--- config.mk ---
export PLATFORM = sky130hd
export DESIGN_NAME = fetch_aligner
export DESIGN_NICKNAME = d
export VERILOG_FILES = /design/src/rtl/fetch_aligner.sv
export SDC_FILE = /design/constraint.sdc
export NUM_CORES = 1
export LEC_CHECK = 0
export BUFFER_PORTS_ARGS = -buffer_cell sky130_fd_sc_hd__clkbuf_2
export CAP_MARGIN = 20
export CORE_ASPECT_RATIO = 1.5
export CORE_UTILIZATION = 30
export CTS_CLUSTER_DIAMETER = 30
export DETAILED_ROUTE_END_ITERATION = 8
export PLACE_DENSITY_LB_ADDON = 0.1
export SYNTH_ARGS = -nofsm -noshare
export SYNTH_HDL_FRONTEND = slang
export SYNTH_SLANG_ARGS = --single-unit
--- constraint.sdc ---
create_clock -name i_clk -period 6.95 [get_ports i_clk]
set_clock_uncertainty 0.1 [all_clocks]
set_input_delay 0.3475 -clock i_clk [delete_from_list [all_inputs] [get_ports i_clk]]
set_output_delay 0.3475 -clock i_clk [all_outputs]
set_load 0.05 [all_outputs]
--- src/rtl/fetch_aligner.sv ---
// fetch_aligner: word fetch port, halfword queue, instruction aligner.
// Define C_EXTENSION_EN for 16-bit instructions and straddle handling.
module fetch_aligner #(
  parameter logic [31:0] RESET_PC    = 32'h0000_0000,
  parameter int          QUEUE_WORDS = 2
) (
  input  logic        i_clk,
  input  logic        i_rst_n,
  output logic        o_mem_req,
  output logic [31:0] o_mem_addr,
  input  logic        i_mem_ack,
  input  logic [31:0] i_mem_data,
  input  logic        i_redirect,
  input  logic [31:0] i_redirect_pc,
  output logic        o_insn_valid,
  input  logic        i_insn_ready,
  output logic [31:0] o_insn,
  output logic [31:0] o_insn_pc,
  output logic        o_insn_c
);

  localparam int HW = 2 * QUEUE_WORDS;
  localparam int PW = $clog2(HW);
  localparam int PX = PW + 1;
  localparam int CW = $clog2(HW + 1);

`ifdef C_EXTENSION_EN
  localparam logic [31:0] PC_MASK = 32'hFFFF_FFFE;
`else
  localparam logic [31:0] PC_MASK = 32'hFFFF_FFFC;
`endif
  localparam logic [31:0] WORD_MASK  = 32'hFFFF_FFFC;
  localparam logic [31:0] RESET_PC_M = RESET_PC & PC_MASK;
  localparam logic [PX-1:0] HW_X     = PX'(HW);
  localparam logic [CW-1:0] SPACE_MAX = CW'(HW - 2);

  typedef enum logic [1:0] {IDLE, REQ, DRAIN} state_t;

  state_t        state, state_nx;
  logic [31:0]   mem_addr, tgt_addr, pc;
  logic [31:0]   rpc, rword;
  logic          drop;
  logic [15:0]   q [HW];
  logic [PW-1:0] rd_ptr, rd1, wr0, wr1;
  logic [CW-1:0] count, count_nx;
  logic [15:0]   head, nxt;
  logic          head_c, valid, take;
  logic          ack_push, space;
  logic [1:0]    push_n, pop_n;

  function automatic logic [PW-1:0] wrap(input logic [PX-1:0] v);
    return (v >= HW_X) ? PW'(v - HW_X) : PW'(v);
  endfunction

  assign rpc   = i_redirect_pc & PC_MASK;
  assign rword = rpc & WORD_MASK;
  assign rd1   = wrap(PX'(rd_ptr) + PX'(1));
  assign wr0   = wrap(PX'(rd_ptr) + PX'(count));
  assign wr1   = wrap(PX'(wr0) + PX'(1));
  assign head  = q[rd_ptr];
  assign nxt   = q[rd1];

`ifdef C_EXTENSION_EN
  assign head_c = (head[1:0] != 2'b11);
`else
  assign head_c = 1'b0;
`endif

  // Queue occupancy bookkeeping for the coming edge
  always_comb begin
    valid    = head_c ? (count != '0) : (count >= CW'(2));
    take     = valid && i_insn_ready;
    ack_push = (state == REQ) && i_mem_ack && !i_redirect;
    push_n   = 2'd0;
    pop_n    = 2'd0;
    if (ack_push) push_n = drop ? 2'd1 : 2'd2;
    if (take) pop_n = head_c ? 2'd1 : 2'd2;
    if (i_redirect) count_nx = '0;
    else count_nx = count + CW'(push_n) - CW'(pop_n);
    space = (count_nx <= SPACE_MAX);
  end

  // Instruction presentation from registered queue state
  always_comb begin
    o_insn = 32'h0;
    if (valid) o_insn = head_c ? {16'h0, head} : {nxt, head};
    o_insn_valid = valid;
    o_insn_c     = valid && head_c;
    o_insn_pc    = pc;
  end

  // FSM state register
  always_ff @(posedge i_clk or negedge i_rst_n) begin
    if (!i_rst_n) state <= IDLE;
    else state <= state_nx;
  end

  // FSM next state: one request in flight at most
  always_comb begin
    state_nx = state;
    unique case (state)
      IDLE: if (space) state_nx = REQ;
      REQ: begin
        if (i_mem_ack) state_nx = space ? REQ : IDLE;
        else if (i_redirect) state_nx = DRAIN;
      end
      DRAIN: if (i_mem_ack) state_nx = IDLE;
      default: state_nx = IDLE;
    endcase
  end

  // FSM outputs: request follows state, address is registered
  always_comb begin
    o_mem_req  = (state != IDLE);
    o_mem_addr = mem_addr;
  end

  // Fetch address; a redirect during a request parks in tgt_addr
  always_ff @(posedge i_clk or negedge i_rst_n) begin
    if (!i_rst_n) begin
      mem_addr <= RESET_PC & WORD_MASK;
      tgt_addr <= RESET_PC & WORD_MASK;
    end else begin
      unique case (state)
        IDLE: if (i_redirect) mem_addr <= rword;
        REQ: begin
          if (i_mem_ack)
            mem_addr <= i_redirect ? rword : mem_addr + 32'd4;
          else if (i_redirect)
            tgt_addr <= rword;
        end
        DRAIN: begin
          if (i_mem_ack)
            mem_addr <= i_redirect ? rword : tgt_addr;
          else if (i_redirect)
            tgt_addr <= rword;
        end
        default: ;
      endcase
    end
  end

  // Halfword queue, head PC and drop-low-half flag
  always_ff @(posedge i_clk or negedge i_rst_n) begin
    if (!i_rst_n) begin
      rd_ptr <= '0;
      count  <= '0;
      pc     <= RESET_PC_M;
      drop   <= RESET_PC_M[1];
      for (int i = 0; i < HW; i++) q[i] <= '0;
    end else begin
      count <= count_nx;
      if (i_redirect) begin
        rd_ptr <= '0;
        pc     <= rpc;
        drop   <= rpc[1];
      end else begin
        rd_ptr <= wrap(PX'(rd_ptr) + PX'(pop_n));
        if (take) pc <= pc + (head_c ? 32'd2 : 32'd4);
        if (ack_push) begin
          drop <= 1'b0;
          if (drop) begin
            q[wr0] <= i_mem_data[31:16];
          end else begin
            q[wr0] <= i_mem_data[15:0];
            q[wr1] <= i_mem_data[31:16];
          end
        end
      end
    end
  end

endmodule

# --- Yosys cells after proc, flatten, opt, wreduce, memory -nomap -nowiden ---
# Index checks and enable logic that the tools add are counted.
word_totals:
  register_bits: 168
  inputBits: 69
  output_inout_bits: 99
  wordCells: 104
classes:
  addsub: 12
  magnitude_cmp: 12
  n_eq_ne: 7
  muxes: 40
  n_bitwise: 6
  n_reduce_logical: 16
ops:
  columns: ["cell", "count"]
  rows:
  - ["two-way mux 32 bit", 8]
  - ["bitwise mux 64 bit", 3]
  - ["two-way mux 16 bit", 6]
  - ["case mux 32 bit (3 select lines)", 1]
  - ["adder 32 x 3 -> 32 bit, second input constant", 2]
  - ["binary-select mux 16 bit (select 2 bit)", 2]
  - ["demux 16 bit (select 2 bit)", 2]
  - ["two-way mux 64 bit", 1]
  - [">= comparator 3 bit, second input constant", 8]
  - ["two-way mux 2 bit", 12]
  - ["inverter 2 -> 3 bit", 4]
  - ["!= test 2 bit, second input constant", 4]
  - ["subtractor 2 x 1 -> 2 bit, second input constant", 4]
  - ["adder 2 x 1 -> 3 bit, second input constant", 2]
  - ["less-than comparator 3 x 1 -> 1 bit, second input constant", 2]
  - ["case mux 2 bit (3 select lines)", 1]
  - ["nonzero test 2 bit", 3]
  - ["logical AND 1 bit", 5]
  - ["AND reduction 2 bit", 2]
  - ["AND reduction 4 bit", 1]
  - ["adder 2 x 2 -> 3 bit", 1]
  - ["adder 2 x 3 -> 3 bit", 1]
  - ["adder 3 x 2 -> 3 bit", 1]
  - [">= comparator 3 x 2 -> 1 bit, second input constant", 1]
  - ["13 further kinds", 16]

# --- Depth between registers and ports, before layout ---
depth:
  ltp_word: 13
  mapped_depth: 12
  depth_no_buf: 10

# --- Worst setup path after synthesis ---
# OpenSTA, ideal clock, no wires.
synth_timing:
  path_type: "register to register"
  start: "register state[1]"
  end: "register state[0]"
  setup_time_ps: 153
  arrival_time_ps: 2326
  setup_slack_ps: 4372
  path_stages_with_launch: 13
  n_path_buf: 2
  period_less_slack_ps: 2578
  path_cell_list: "dfrtp_1 > inv_1 > ha_1 > buf_2 > nand3b_4 > clkbuf_1 > inv_2 > fa_1 > xor2_1 > nor2_1 > a211o_1 > a21oi_1 > a31oi_1"
synth_between:
  elab_chain_len: 11
  word_cells_on_any_way: 17
synth_rtl:
  columns: ["item", "line", "text"]
  rows:
  - ["start, declared", "39", "state_t state, state_nx;"]
  - ["start signal, assigned", "95", "else state <= state_nx;"]
  - ["equality test 2 x 1 -> 1 bit", "73, 101", null]
  - ["logical AND 1 bit (2 in series)", "73", "ack_push = (state == REQ) && i_mem_ack && !i_redirect;"]
  - ["two-way mux 2 bit", "76", "if (ack_push) push_n = drop ? 2'd1 : 2'd2;"]
  - ["adder 3 x 2 -> 3 bit", "79", "else count_nx = count + CW'(push_n) - CW'(pop_n);"]
  - ["subtractor 3 x 2 -> 3 bit", "79", null]
  - ["two-way mux 3 bit", "78", "if (i_redirect) count_nx = '0;"]
  - ["<= comparator 3 x 2 -> 1 bit", "80", "space = (count_nx <= SPACE_MAX);"]
  - ["two-way mux 1 bit", "104", "if (i_mem_ack) state_nx = space ? REQ : IDLE;"]
  - ["two-way mux 2 bit", "104", null]
  - ["case mux 2 bit (3 select lines)", "101", "unique case (state)"]
# Parallel ways exist; a longest one is shown, timed or not.
# A chain may end at the register's enable or synchronous reset.

# --- Final worst setup path ---
layout_timing:
  start: "register rd_ptr[1]"
  end: "register q[9] (netlist bit)"
layout_between:
  elab_chain_len: 13
  word_cells_on_any_way: 24
layout_rtl:
  columns: ["item", "line", "text"]
  rows:
  - ["start, declared", "44", "logic [PW-1:0] rd_ptr, rd1, wr0, wr1;"]
  - ["start signal, assigned", "158", "rd_ptr <= wrap(PX'(rd_ptr) + PX'(pop_n));"]
  - ["adder 2 x 3 -> 3 bit *", "58", "assign wr0 = wrap(PX'(rd_ptr) + PX'(count));"]
  - [">= comparator 3 bit or subtractor 2 x 1 -> 2 bit (tied branches)", "52", "return (v >= HW_X) ? PW'(v - HW_X) : PW'(v);"]
  - ["two-way mux 2 bit *", "52", null]
  - ["adder 2 x 1 -> 3 bit", "59", "assign wr1 = wrap(PX'(wr0) + PX'(1));"]
  - [">= comparator 3 bit or subtractor 2 x 1 -> 2 bit (tied branches)", "52", null]
  - ["two-way mux 2 bit", "52", null]
  - ["inverter 2 -> 3 bit (not written as such)", "166", "q[wr1] <= i_mem_data[31:16];"]
  - [">= comparator 3 bit (not written as such) or less-than comparator 3 x 1 -> 1 bit (tied branches)", "166", null]
  - ["logical AND 1 bit (not written as such)", "166", null]
  - ["two-way mux 16 bit (not written as such)", "166", null]
  - ["demux 16 bit (select 2 bit)", "166", null]
  - ["bitwise mux 64 bit", "166", null]
  - ["two-way mux 64 bit *", "162", "if (drop) begin"]
  - ["end signal, assigned by index", "163", "q[wr0] <= i_mem_data[31:16];"]
  - ["end signal, assigned by index", "165", "q[wr0] <= i_mem_data[15:0];"]
  - ["end signal, assigned by index", "166", null]
  - ["end, declared", "43", "logic [15:0] q [HW];"]
# Every way passes the cells marked *; elsewhere a longest branch is shown, timed or not.

==> run metrics <==
worst hold endpoint o_insn_pc[6]$_DFFE_PN0N_; H-tree levels 4; # setup viols final 0; first-pass GRT wire length 51.56 mm; 1st-iter DRT viols 464; Peak VDD IR 0.0002426 V; Post-Syn Area 0.009340 mm^2; CTS hold repair buffers 1; R2R setup slack 3.76 ns; status finished, final reports clean; num ports 168; Top FF cell, synth dfrtp_1; CTS buffer count 17; CTS sink count 164; Tightest Pin Transition 1.075 ns; CTS Buffer Depth 2; initial antenna violation count 0; Antenna Cells 0; area share of the largest cell type after synthesis 43.94%; YS warnings 0; register area share after synthesis 43.94%; top post-synthesis cells by count 164 x dfrtp_1, 144 x nor2_1, 133 x nand2_1; reg-to-reg critical path endpoint q[9]$_DFFE_PN0P_; Setup Fix Bufs, Post-CTS 0; Routability Congestion 0.8235; DRC viols 0; post-cts resize count 0; clock root buffer clkbuf_16; FFs w/ async S/R, synth 100.0%; syn avg cell area 8.762 um^2; WL final 33.75 mm; fin nets 1,274; Pwr per Cell Area 493.6 mW/mm^2; Critical R2R Launch rd_ptr[1]$_DFF_PN0_; fin. max-slew vios 0; router iterations before antenna repair 5; routed vias/inst 5.298; largest net degree at the start of global routing 82; Critical Path End Type register; core area 0.03045 mm^2; post-route ant nets 0; die width 146.1 um; Period minus WS final 3.189 ns; HP Class in -> reg; Port Buf Inserts 162; total number of vias 8,487; initial core utilization 30.67%; worst-skew pair later-pin latency 0.45 ns; Post-synth EDFFs 0; main area contributors after synthesis dfrtp_1 44%, o21ai_0 5.9%, nor2_1 5.8%; max-cap viol count 0; hold path startpoint i_redirect_pc[6]; synth unique cells 61; Final Hold Fails 0; Routed wire per std cell 21.07 um; worst setup margin 3.761 ns; Max-slew headroom 28.34%; cell with the most instances after synthesis dfrtp_1; Lkg Pwr 4.786 nW; Die Ht 218.1 um; vias in the first global route 8,464; Clock transition at path regs 0.07 ns; CP max FO 34; GRT Overall Usage 21.70%; dpl hpwl 24.33 mm; WP data required 7.22 ns; Worst EP arrival 3.46 ns; Power Total 0.005475 W; row count 78; Die Footprint 0.03186 mm^2; setup TNS 0 ns; Worst setup SP type register; P&R area growth vs syn 18.77%; flops & latches, synth 164; RSZ-0062 raised after global routing false; pre-CTS WS 3.676 ns; Congestion Overflow GR 0; layout cell share with drive strength beyond 1 21.30%; CTS tree done; leading area contributor after synthesis dfrtp_1; Setup CP Type reg -> reg; hold path depth 3; Max Freq 313.6 MHz; fin crit share 45.88%; Reg2Reg Depth 8; instance count of the mapped netlist 1,066
==> how the worst max path moves through the flow <==
stage,from,endpoint,cells after the start
finish,rd_ptr[1]$_DFF_PN0_,q[9]$_DFFE_PN0P_,8
floorplan,state[1]$_DFFE_PN0P_,state[0]$_DFFE_PN0P_,12
global route,rd_ptr[1]$_DFF_PN0_,q[15]$_DFFE_PN0P_,8
global placement,rd_ptr[1]$_DFF_PN0_,q[54]$_DFFE_PN0P_,6
detailed placement,rd_ptr[1]$_DFF_PN0_,q[54]$_DFFE_PN0P_,6
CTS,rd_ptr[1]$_DFF_PN0_,q[54]$_DFFE_PN0P_,6
==> through the flow <==
stage	hold WS, ns	instance area (um^2)	utilization (%)	cells
after CTS	0.04350	11090	36.41	1601
final	0.06205	11090	36.43	1602
after global routing	0.07394	11090	36.43	1602
after floorplan	-0.04809	9348	-	1068
after global placement	0.2274	10490	34.46	1569
after detailed placement	0.2238	10490	34.46	1569
==> cell families (layout without fill, tap and decap cells) <==
family | Yosys count | after routing | synth area share, %
fa+ha+maj | 15 | 15 | 2.090
other cells | 1 | 3 | 0.04015
mux | 79 | 79 | 8.868
simple gates | 398 | 398 | 19.30
flops | 164 | 164 | 43.94
compound gates | 285 | 285 | 18.70
xor+xnor | 33 | 33 | 3.094
buf+inv | 91 | 225 | 3.965
==> flip-flops by register name, summed over array words and instances (netlist names) <==
register / count
rd_ptr: 1
o_mem_addr: 32
o_insn_pc: 30
tgt_addr: 32
q: 64
state: 2
count: 3
==> cells in the final DEF (no fill, tap or decap), types with 4 or more instances in the layout <==
cell type,count
nor4_1,11
nand2_1,133
inv_1,14
mux2_2,30
nand4_1,29
mux2i_1,49
buf_4,16
nand3_1,28
a31oi_1,9
and2_1,4
xor2_1,27
nor2_2,5
nor3_1,12
o21ai_0,111
nor4_2,4
nor2_1,140
and3_1,12
a21oi_1,61
clkbuf_2,161
a22oi_1,45
o31ai_1,7
dfrtp_1,163
nor2b_1,5
a211oi_1,4
nand2b_1,4
ha_1,14
o21ai_1,5
clkbuf_16,17
o221ai_1,8
xnor2_1,6
a221o_1,5
==> power by group <==
| part | switching, W | internal (W) | total [W] |
|---|---|---|---|
| Clock | 0.000427 | 0.000549 | 0.000977 |
| Combinational | 0.00194 | 0.000849 | 0.00279 |
| Sequential | 0.000358 | 0.00135 | 0.00171 |
| Total | 0.00272 | 0.00275 | 0.00548 |
==> critical path: stages, from the launching register on <==
cell and delay, ns:
dfrtp_2 0.34, buf_4 0.52, xor2_1 0.44, ha_1 0.96
nor2_1 0.11, nor2_2 0.11, buf_4 0.31, nor2_1 0.07
a21oi_1 0.12
==> metal layers <==
layer  track usage (%)  wire length, um
met5                 0                0
met3             3.800             1382
met2             39.59            17780
met4             11.94             1543
met1             23.75            13040
==> layout make-up <==
cell class | count | area (um^2)
Timing Repair Buffer | 179 | 947.2
Fill cell | 3264 | 19360
Inverter | 15 | 56.30
Multi-Input combinational cell | 813 | 4901
Sequential cell | 164 | 4105
Clock buffer | 21 | 460.4
Tap cell | 400 | 500.5
Clock inverter | 10 | 122.6
Power figures use the tool's default switching activity.
